## src/rtl/id_ex_alu_issue.sv

```systemverilog
// rtl/id_ex_alu_issue.sv - MIPS32 decode/issue stage and ID/EX pipeline register
//
// Decodes one instruction per accepted handshake into the EX-stage ALU control
// word and operands, and holds it in a valid/ready register toward EX.
//
// Ports:
//   clk, reset          rising-edge clock, synchronous active-high reset
//   in_valid/in_ready   instruction handshake from IF/ID
//   instr, pc_plus4     instruction word and its PC+4
//   rs_data, rt_data    register-file read data for instr[25:21] / instr[20:16]
//   flush               kill held and incoming entry (redirect)
//   out_valid/out_ready EX entry handshake
//   alu_a, alu_b        ALU operands (alu_a carries the shift amount for shifts)
//   alu_fun, alu_sign   ALU control word
//   wr_addr, reg_write, mem_read, mem_write, is_branch, is_jump_reg
//                       destination and control flags
//   store_data          rt_data, used by sw
//   br_target           pc_plus4 + (sext(imm) << 2)
//   illegal             unrecognised encoding
module id_ex_alu_issue #(
   parameter logic [4:0] RA_IDX  = 5'd31,
   parameter logic [5:0] NOP_FUN = 6'b011010
) (
   input  logic        clk,
   input  logic        reset,
   input  logic        in_valid,
   output logic        in_ready,
   input  logic [31:0] instr,
   input  logic [31:0] pc_plus4,
   input  logic [31:0] rs_data,
   input  logic [31:0] rt_data,
   input  logic        flush,
   output logic        out_valid,
   input  logic        out_ready,
   output logic [31:0] alu_a,
   output logic [31:0] alu_b,
   output logic [5:0]  alu_fun,
   output logic        alu_sign,
   output logic [4:0]  wr_addr,
   output logic        reg_write,
   output logic        mem_read,
   output logic        mem_write,
   output logic        is_branch,
   output logic        is_jump_reg,
   output logic [31:0] store_data,
   output logic [31:0] br_target,
   output logic        illegal
);

   localparam logic [5:0] F_ADD = 6'b000000, F_SUB = 6'b000001;
   localparam logic [5:0] F_AND = 6'b011000, F_OR  = 6'b011110;
   localparam logic [5:0] F_XOR = 6'b010110, F_NOR = 6'b010001;
   localparam logic [5:0] F_SLL = 6'b100000, F_SRL = 6'b100001, F_SRA = 6'b100011;
   localparam logic [5:0] F_EQ  = 6'b110011, F_NE  = 6'b110001, F_LT  = 6'b110101;
   localparam logic [5:0] F_LTZ = 6'b111011, F_LEZ = 6'b111101, F_GTZ = 6'b111111;

   logic [5:0]  op, funct;
   logic [4:0]  rt_idx, rd_idx, shamt;
   logic [15:0] imm;
   logic [31:0] sext_imm, zext_imm;

   assign op       = instr[31:26];
   assign rt_idx   = instr[20:16];
   assign rd_idx   = instr[15:11];
   assign shamt    = instr[10:6];
   assign funct    = instr[5:0];
   assign imm      = instr[15:0];
   assign sext_imm = {{16{imm[15]}}, imm};
   assign zext_imm = {16'h0000, imm};

   logic [31:0] d_a, d_b, d_target;
   logic [5:0]  d_fun;
   logic [4:0]  d_wr;
   logic        d_sign, d_rw, d_mr, d_mw, d_br, d_jr, d_ill;

   assign d_target = pc_plus4 + {sext_imm[29:0], 2'b00};

   always_comb begin
      d_a    = rs_data;
      d_b    = rt_data;
      d_fun  = NOP_FUN;
      d_sign = 1'b0;
      d_wr   = (op == 6'h00) ? rd_idx : rt_idx;
      d_rw   = 1'b0;
      d_mr   = 1'b0;
      d_mw   = 1'b0;
      d_br   = 1'b0;
      d_jr   = 1'b0;
      d_ill  = 1'b0;
      case (op)
         6'h00: begin
            case (funct)
               6'h20, 6'h21: begin d_fun = F_ADD; d_rw = 1'b1; end
               6'h22, 6'h23: begin d_fun = F_SUB; d_rw = 1'b1; end
               6'h24:        begin d_fun = F_AND; d_rw = 1'b1; end
               6'h25:        begin d_fun = F_OR;  d_rw = 1'b1; end
               6'h26:        begin d_fun = F_XOR; d_rw = 1'b1; end
               6'h27:        begin d_fun = F_NOR; d_rw = 1'b1; end
               6'h2A, 6'h2B: begin d_fun = F_LT;  d_rw = 1'b1; end
               6'h00: begin d_fun = F_SLL; d_a = {27'h0, shamt}; d_rw = 1'b1; end
               6'h02: begin d_fun = F_SRL; d_a = {27'h0, shamt}; d_rw = 1'b1; end
               6'h03: begin d_fun = F_SRA; d_a = {27'h0, shamt}; d_rw = 1'b1; end
               6'h04:        begin d_fun = F_SLL; d_rw = 1'b1; end
               6'h06:        begin d_fun = F_SRL; d_rw = 1'b1; end
               6'h07:        begin d_fun = F_SRA; d_rw = 1'b1; end
               6'h08:        d_jr = 1'b1;
               // jalr: the link value passes through the ALU on operand A
               6'h09:        begin d_a = pc_plus4; d_jr = 1'b1; d_rw = 1'b1; end
               default:      d_ill = 1'b1;
            endcase
            d_sign = (funct == 6'h20) || (funct == 6'h22) || (funct == 6'h2A);
         end
         6'h08: begin d_fun = F_ADD; d_b = sext_imm; d_rw = 1'b1; d_sign = 1'b1; end
         6'h09: begin d_fun = F_ADD; d_b = sext_imm; d_rw = 1'b1; end
         6'h0A: begin d_fun = F_LT;  d_b = sext_imm; d_rw = 1'b1; d_sign = 1'b1; end
         6'h0B: begin d_fun = F_LT;  d_b = sext_imm; d_rw = 1'b1; end
         6'h0C: begin d_fun = F_AND; d_b = zext_imm; d_rw = 1'b1; end
         6'h0D: begin d_fun = F_OR;  d_b = zext_imm; d_rw = 1'b1; end
         6'h0E: begin d_fun = F_XOR; d_b = zext_imm; d_rw = 1'b1; end
         // lui is imm << 16 through the shifter
         6'h0F: begin d_fun = F_SLL; d_a = 32'd16; d_b = zext_imm; d_rw = 1'b1; end
         6'h23: begin d_fun = F_ADD; d_b = sext_imm; d_rw = 1'b1; d_mr = 1'b1; d_sign = 1'b1; end
         6'h2B: begin d_fun = F_ADD; d_b = sext_imm; d_mw = 1'b1; d_sign = 1'b1; end
         6'h04: begin d_fun = F_EQ; d_br = 1'b1; d_sign = 1'b1; end
         6'h05: begin d_fun = F_NE; d_br = 1'b1; d_sign = 1'b1; end
         6'h06: begin d_fun = F_LEZ; d_b = 32'h0; d_br = 1'b1; d_sign = 1'b1; end
         6'h07: begin d_fun = F_GTZ; d_b = 32'h0; d_br = 1'b1; d_sign = 1'b1; end
         6'h01: begin
            if (rt_idx == 5'd0) begin
               d_fun = F_LTZ; d_b = 32'h0; d_br = 1'b1; d_sign = 1'b1;
            end else begin
               d_ill = 1'b1;
            end
         end
         6'h02: begin end
         6'h03: begin d_a = pc_plus4; d_wr = RA_IDX; d_rw = 1'b1; end
         default: d_ill = 1'b1;
      endcase
      // $zero is never written
      if (d_wr == 5'd0) d_rw = 1'b0;
   end

   assign in_ready = ~out_valid | out_ready;

   always_ff @(posedge clk) begin
      if (reset) begin
         out_valid   <= 1'b0;
         alu_a       <= 32'h0;
         alu_b       <= 32'h0;
         alu_fun     <= NOP_FUN;
         alu_sign    <= 1'b0;
         wr_addr     <= 5'd0;
         reg_write   <= 1'b0;
         mem_read    <= 1'b0;
         mem_write   <= 1'b0;
         is_branch   <= 1'b0;
         is_jump_reg <= 1'b0;
         store_data  <= 32'h0;
         br_target   <= 32'h0;
         illegal     <= 1'b0;
      end else if (flush) begin
         // data fields may keep stale values; only the flags must die
         out_valid   <= 1'b0;
         reg_write   <= 1'b0;
         mem_read    <= 1'b0;
         mem_write   <= 1'b0;
         is_branch   <= 1'b0;
         is_jump_reg <= 1'b0;
         illegal     <= 1'b0;
      end else if (in_valid && in_ready) begin
         out_valid   <= 1'b1;
         alu_a       <= d_a;
         alu_b       <= d_b;
         alu_fun     <= d_fun;
         alu_sign    <= d_sign;
         wr_addr     <= d_wr;
         reg_write   <= d_rw;
         mem_read    <= d_mr;
         mem_write   <= d_mw;
         is_branch   <= d_br;
         is_jump_reg <= d_jr;
         store_data  <= rt_data;
         br_target   <= d_target;
         illegal     <= d_ill;
      end else if (out_ready) begin
         out_valid   <= 1'b0;
      end
   end

endmodule

```

## config.mk

```make
export PLATFORM = sky130hd
export DESIGN_NAME = id_ex_alu_issue
export DESIGN_NICKNAME = d
export VERILOG_FILES = /design/src/rtl/id_ex_alu_issue.sv
export SDC_FILE = /design/constraint.sdc
export NUM_CORES = 1
export LEC_CHECK = 0
export CAP_MARGIN = 20
export CORE_MARGIN = 3
export CORE_UTILIZATION = 42
export CTS_BUF_LIST = sky130_fd_sc_hd__clkbuf_8
export DETAILED_ROUTE_END_ITERATION = 16
export PLACE_DENSITY = 0.79
export SLEW_MARGIN = 10
export SYNTH_ARGS = -nofsm -noshare
export SYNTH_HDL_FRONTEND = slang
export SYNTH_SLANG_ARGS = --single-unit
```

## constraint.sdc

```tcl
create_clock -name clk -period 2.3 [get_ports clk]
set_input_delay 0.23 -clock clk [delete_from_list [all_inputs] [get_ports clk]]
set_output_delay 0.23 -clock clk [all_outputs]
set_load 0.01 [all_outputs]
```

Yosys cells after proc, flatten, opt, wreduce, memory -nomap -nowiden
Index checks and enable logic that the tools add are counted.
{"block": "totals", "out_inout_bits": 148, "regBits": 147, "elab_cells": 105, "in_bits": 133}
{"block": "op_classes", "n_reduce_logical": 29, "eq_ne": 34, "add_sub_neg": 1, "mux": 24, "bitwise": 3}
{"operator": "32-bit case mux with 4 select lines", "count": 1}
{"operator": "32-bit case mux with 3 select lines", "count": 1}
{"operator": "6-bit equality test, second input constant", "count": 12}
{"operator": "6-bit case mux with 12 select lines", "count": 1}
{"operator": "32-bit case mux with 2 select lines", "count": 1}
{"operator": "6-bit by 4-bit equality test with 1-bit output, second input constant", "count": 10}
{"operator": "6-bit case mux with 10 select lines", "count": 1}
{"operator": "6-bit by 3-bit equality test with 1-bit output, second input constant", "count": 7}
{"operator": "32-bit adder", "count": 1}
{"operator": "32-bit 2-to-1 mux", "count": 1}
{"operator": "6-bit by 2-bit equality test with 1-bit output, second input constant", "count": 4}
{"operator": "2-bit OR reduction", "count": 10}
{"operator": "18-bit OR reduction", "count": 1}
{"operator": "17-bit OR reduction", "count": 1}
{"operator": "16-bit OR reduction", "count": 1}
{"operator": "6-bit zero test", "count": 2}
{"operator": "4-bit OR reduction", "count": 3}
{"operator": "1-bit 2-to-1 mux", "count": 11}
{"operator": "5-bit zero test", "count": 2}
{"operator": "5-bit 2-to-1 mux", "count": 2}
{"operator": "10-bit OR reduction", "count": 1}
{"operator": "8-bit OR reduction", "count": 1}
{"operator": "6-bit by 1-bit equality test with 1-bit output, second input constant", "count": 1}
{"operator": "6-bit 2-to-1 mux", "count": 1}
{"operator": "other kinds (10)", "count": 14}

Logic depth before layout (Yosys ltp)
Gate-level depths: netlist of the first run.
{"block": "logic_depth", "ltp_word": 5, "depth_mapped": 10, "depth_no_buf": 9}

Worst setup path before layout of the first run
Ideal clock, no wire load.
{"block": "synth_path", "path_type": "in2reg", "start": "in instr[0]", "end": "reg br_target[24]", "setup_slack_ns": -0.093, "setup_ns": 0.117, "t_arrival_ns": 2.276, "t_required_ns": 2.183, "n_path_buf": 0, "cell_stages": 9, "path_cell_list": "ha_1 > fa_1 > a21oi_1 > o211ai_1 > a21boi_0 > o211ai_1 > o221a_2 > or3_1 > a32o_1"}
{"block": "synth_via", "elab_chain_len": 1}
{"item": "start, declared", "line_no": "28", "text": "input logic [31:0] instr,"}
{"item": "32-bit adder", "line_no": "76", "text": "assign d_target = pc_plus4 + {sext_imm[29:0], 2'b00};"}
{"item": "end signal, assigned", "line_no": "183", "text": "br_target <= d_target;"}
{"item": "end, declared", "line_no": "46", "text": "output logic [31:0] br_target,"}
No other way between the ends.
A chain may end at the register's enable or synchronous reset.

Final worst setup path of the first run
{"block": "layout_path", "start": "in pc_plus4[12]", "end": "reg br_target[21]"}
{"block": "layout_via", "elab_chain_len": 1}
{"item": "start, declared", "line_no": "29", "text": "input logic [31:0] pc_plus4,"}
{"item": "32-bit adder", "line_no": "76"}
No other way between the ends.

==> results of run 1 <==
## metal layers
layer	up-vias	track usage, %
met2	475	47.60
met1	4423	39.25
met3	65	5.894
met4	0	10.61
met5	-	0
li1	4478	-
## cell families after synthesis
family	share of synthesized area, %
buffers and inverters	5.537
flip-flops	37.53
AND/OR/NAND/NOR	22.63
adder cells (fa/ha/maj)	4.883
AO/OA/AOI/OAI	26.38
XOR/XNOR	2.904
multiplexers	0.1436
## cell type report
| class | count | area (sq um) |
|---|---|---|
| Sequential cell | 147 | 2943 |
| Multi-Input combinational cell | 762 | 4601 |
| Tap cell | 229 | 286.5 |
| Clock inverter | 14 | 167.7 |
| Timing Repair Buffer | 460 | 4270 |
| Fill cell | 1491 | 5567 |
| Clock buffer | 17 | 234.0 |
| Inverter | 21 | 78.83 |
## worst paths after layout
| check | to | slack, ns |
|---|---|---|
| worst max register to register | br_target[27] | 0.47 |
| worst min register to register | store_data[18] | 0.46 |
| worst min-delay path | alu_a[3] | 0.15 |
| worst max-delay path | br_target[21] | 0.10 |
## where the power goes
group	leakage [uW]	internal (uW)	switching [uW]
logic	0.00352	1060	977
clock network	0.000192	996	1150
registers	0.00120	2690	80.3
## synth_stat cells, drive strengths merged, types with 9 or more instances
| cell type | instances |
|---|---|
| nand2 | 160 |
| dfxtp | 147 |
| a21oi | 106 |
| nor2 | 91 |
| clkbuf | 67 |
| nor3 | 65 |
| a221oi | 48 |
| o21ai | 42 |
| ha | 29 |
| a31oi | 24 |
| nand3 | 24 |
| inv | 21 |
| buf | 17 |
| xnor2 | 14 |
| xor2 | 12 |
| a21o | 11 |
| a22o | 10 |
| o211ai | 9 |
## critical path, cell delays in order
cell and delay [ns]:
clkdlybuf4s50_1 0.48, ha_1 0.38, nand2_1 0.06, o21ai_0 0.39, a21oi_1 0.17, a2bb2oi_1 0.16
buf_4 0.16, a21oi_1 0.24, xnor2_1 0.09, a22o_1 0.18
## timing repair
action	4_1_cts	5_1_grt
cloned	0	0
gates resized for setup	4	23
pin swaps	6	7
setup endpoints to repair	5	13
setup buffers	1	1
## through the flow
stage	total power [uW]	cells	hold WS [ns]	util, %
2_1_floorplan	3692	1014	0.3595	-
3_3_place_gp	4781	1617	0.4402	66.40
3_5_place_dp	4805	1617	0.4457	66.40
4_1_cts	6943	1649	0.1416	68.64
5_1_grt	7266	1650	0.1567	69.33
6_report	6962	1650	0.1464	69.33
==> flow_summary.toml, run 1 <==
[logic_synthesis]
yosysSeqAreaShare_pct = 37.53
async_reset_ff_share_pct = 0
syn_area_sq_um = 7841
synth_warnings = 0
synth_nets = 1177
synth-edff-count = 0
ys.flop_type = "dfxtp_1"
postSynthCellCount = 1014
synth_area_leader_cell = "dfxtp_1"
yosysUniqueCellTypes = 66
ys_seq_elements = 147
yosys-top-cells-area = "dfxtp_1, nand2_1, a21oi_1"
synthDominantCellAreaShare_pct = 37.53
avgSynthCellArea_sq_um = 7.733

[critical_path]
worstReg2RegStart = "out_valid"
reg2reg_depth = 6
arrival_ns = 2.55
crit_fanout = 4
end_kind = "flop"
worstSetupPathType = "input pin to flop"
cp-start-kind = "input pin"
worstPathRequired_ns = 2.65
cp-startpoint = "pc_plus4[12]"

[floorplan]
die_y_um = 142.6
die_area_sq_um = 20340
io_pins = 281
initial_utilization_pct = 43.21
die_w_um = 142.6
row_count = 49
core_area_sq_um = 18150

[timing]
hold_viol_final = 0
period_share_pct = 95.51
setup_viol_count_final = 0
slew_headroom_pct = 64.51
period_needed_ns = 2.197
setup_ws_ns = 0.1032
final.setup.tns_ns = 0
worst_slew_pin_slew_ns = 0.5324
skew_ns = 0.007061
max_freq_ghz = 0.4552
drv_slew = 0

[placed_design]
gp_congestion = 0.9636
dp_slack_ns = -0.6233
io_buffers = 275
post_dp_cell_area_sq_um = 12050
dp_hpwl_um = 23380

[routing]
drt_first_pass_iters = 5
vias_per_cell = 5.722
met3_wirelength_um = 2524
drtIter0Drc = 823
met1Wirelength_um = 12990
wire_per_inst_um = 18.78
dr_wl_met2_um = 14540
wirelength_um = 30990
num_vias = 9441
top_layer_used = "met4"
final_antenna_net_count = 0
drcViolationCount = 0

[power]
powerDensity_nw_per_um2 = 553.4
vdd_drop_max_uv = 383.1
leakage_uw = 0.004912

[global_routing]
grt_pass1_wl_um = 48160
grt_pass1_vias = 8950
grt_use_total_pct = 29.48
antenna_found_initial = 0
grt_max_degree = 118
grt-ovfl-total = 0

[clocking]
htreeDepth = 4
clk_pin_slew_ns = 0.09
numCtsBuffers = 17
clockRootBuffer = "clkbuf_8"
holdBufCountCts = 0
cts_tree = "built"
clock_latency_ns = 0.46
clockBufferDepth = 2
clock_sinks = 147

[layout]
drive_gt1_share_pct = 17.59
n_antenna_cell = 0
design_area_sq_um = 12580
mostFrequentLayoutCell = "clkdlybuf4s50_1"
num-nets-final = 1572
layout_common_cells = "clkdlybuf4s50_1, buf_4, nand2_1"
synthToLayoutAreaGrowth_pct = 60.44

[hold_path]
min-delay-start = "pc_plus4[3]"
min_path_cells = 3
worstHoldPathType = "input pin to flop"

[outcome]
status = "complete, no violations"

[run]
maxCapViolations = 0
Note: power is estimated with default switching activity, not from simulation.
==> run 2, diff against run 1 <==
- SLEW_MARGIN: 10 -> not set
==> results of run 2 <==
The final DEF is identical to that of run 1; final timing and power are the same.
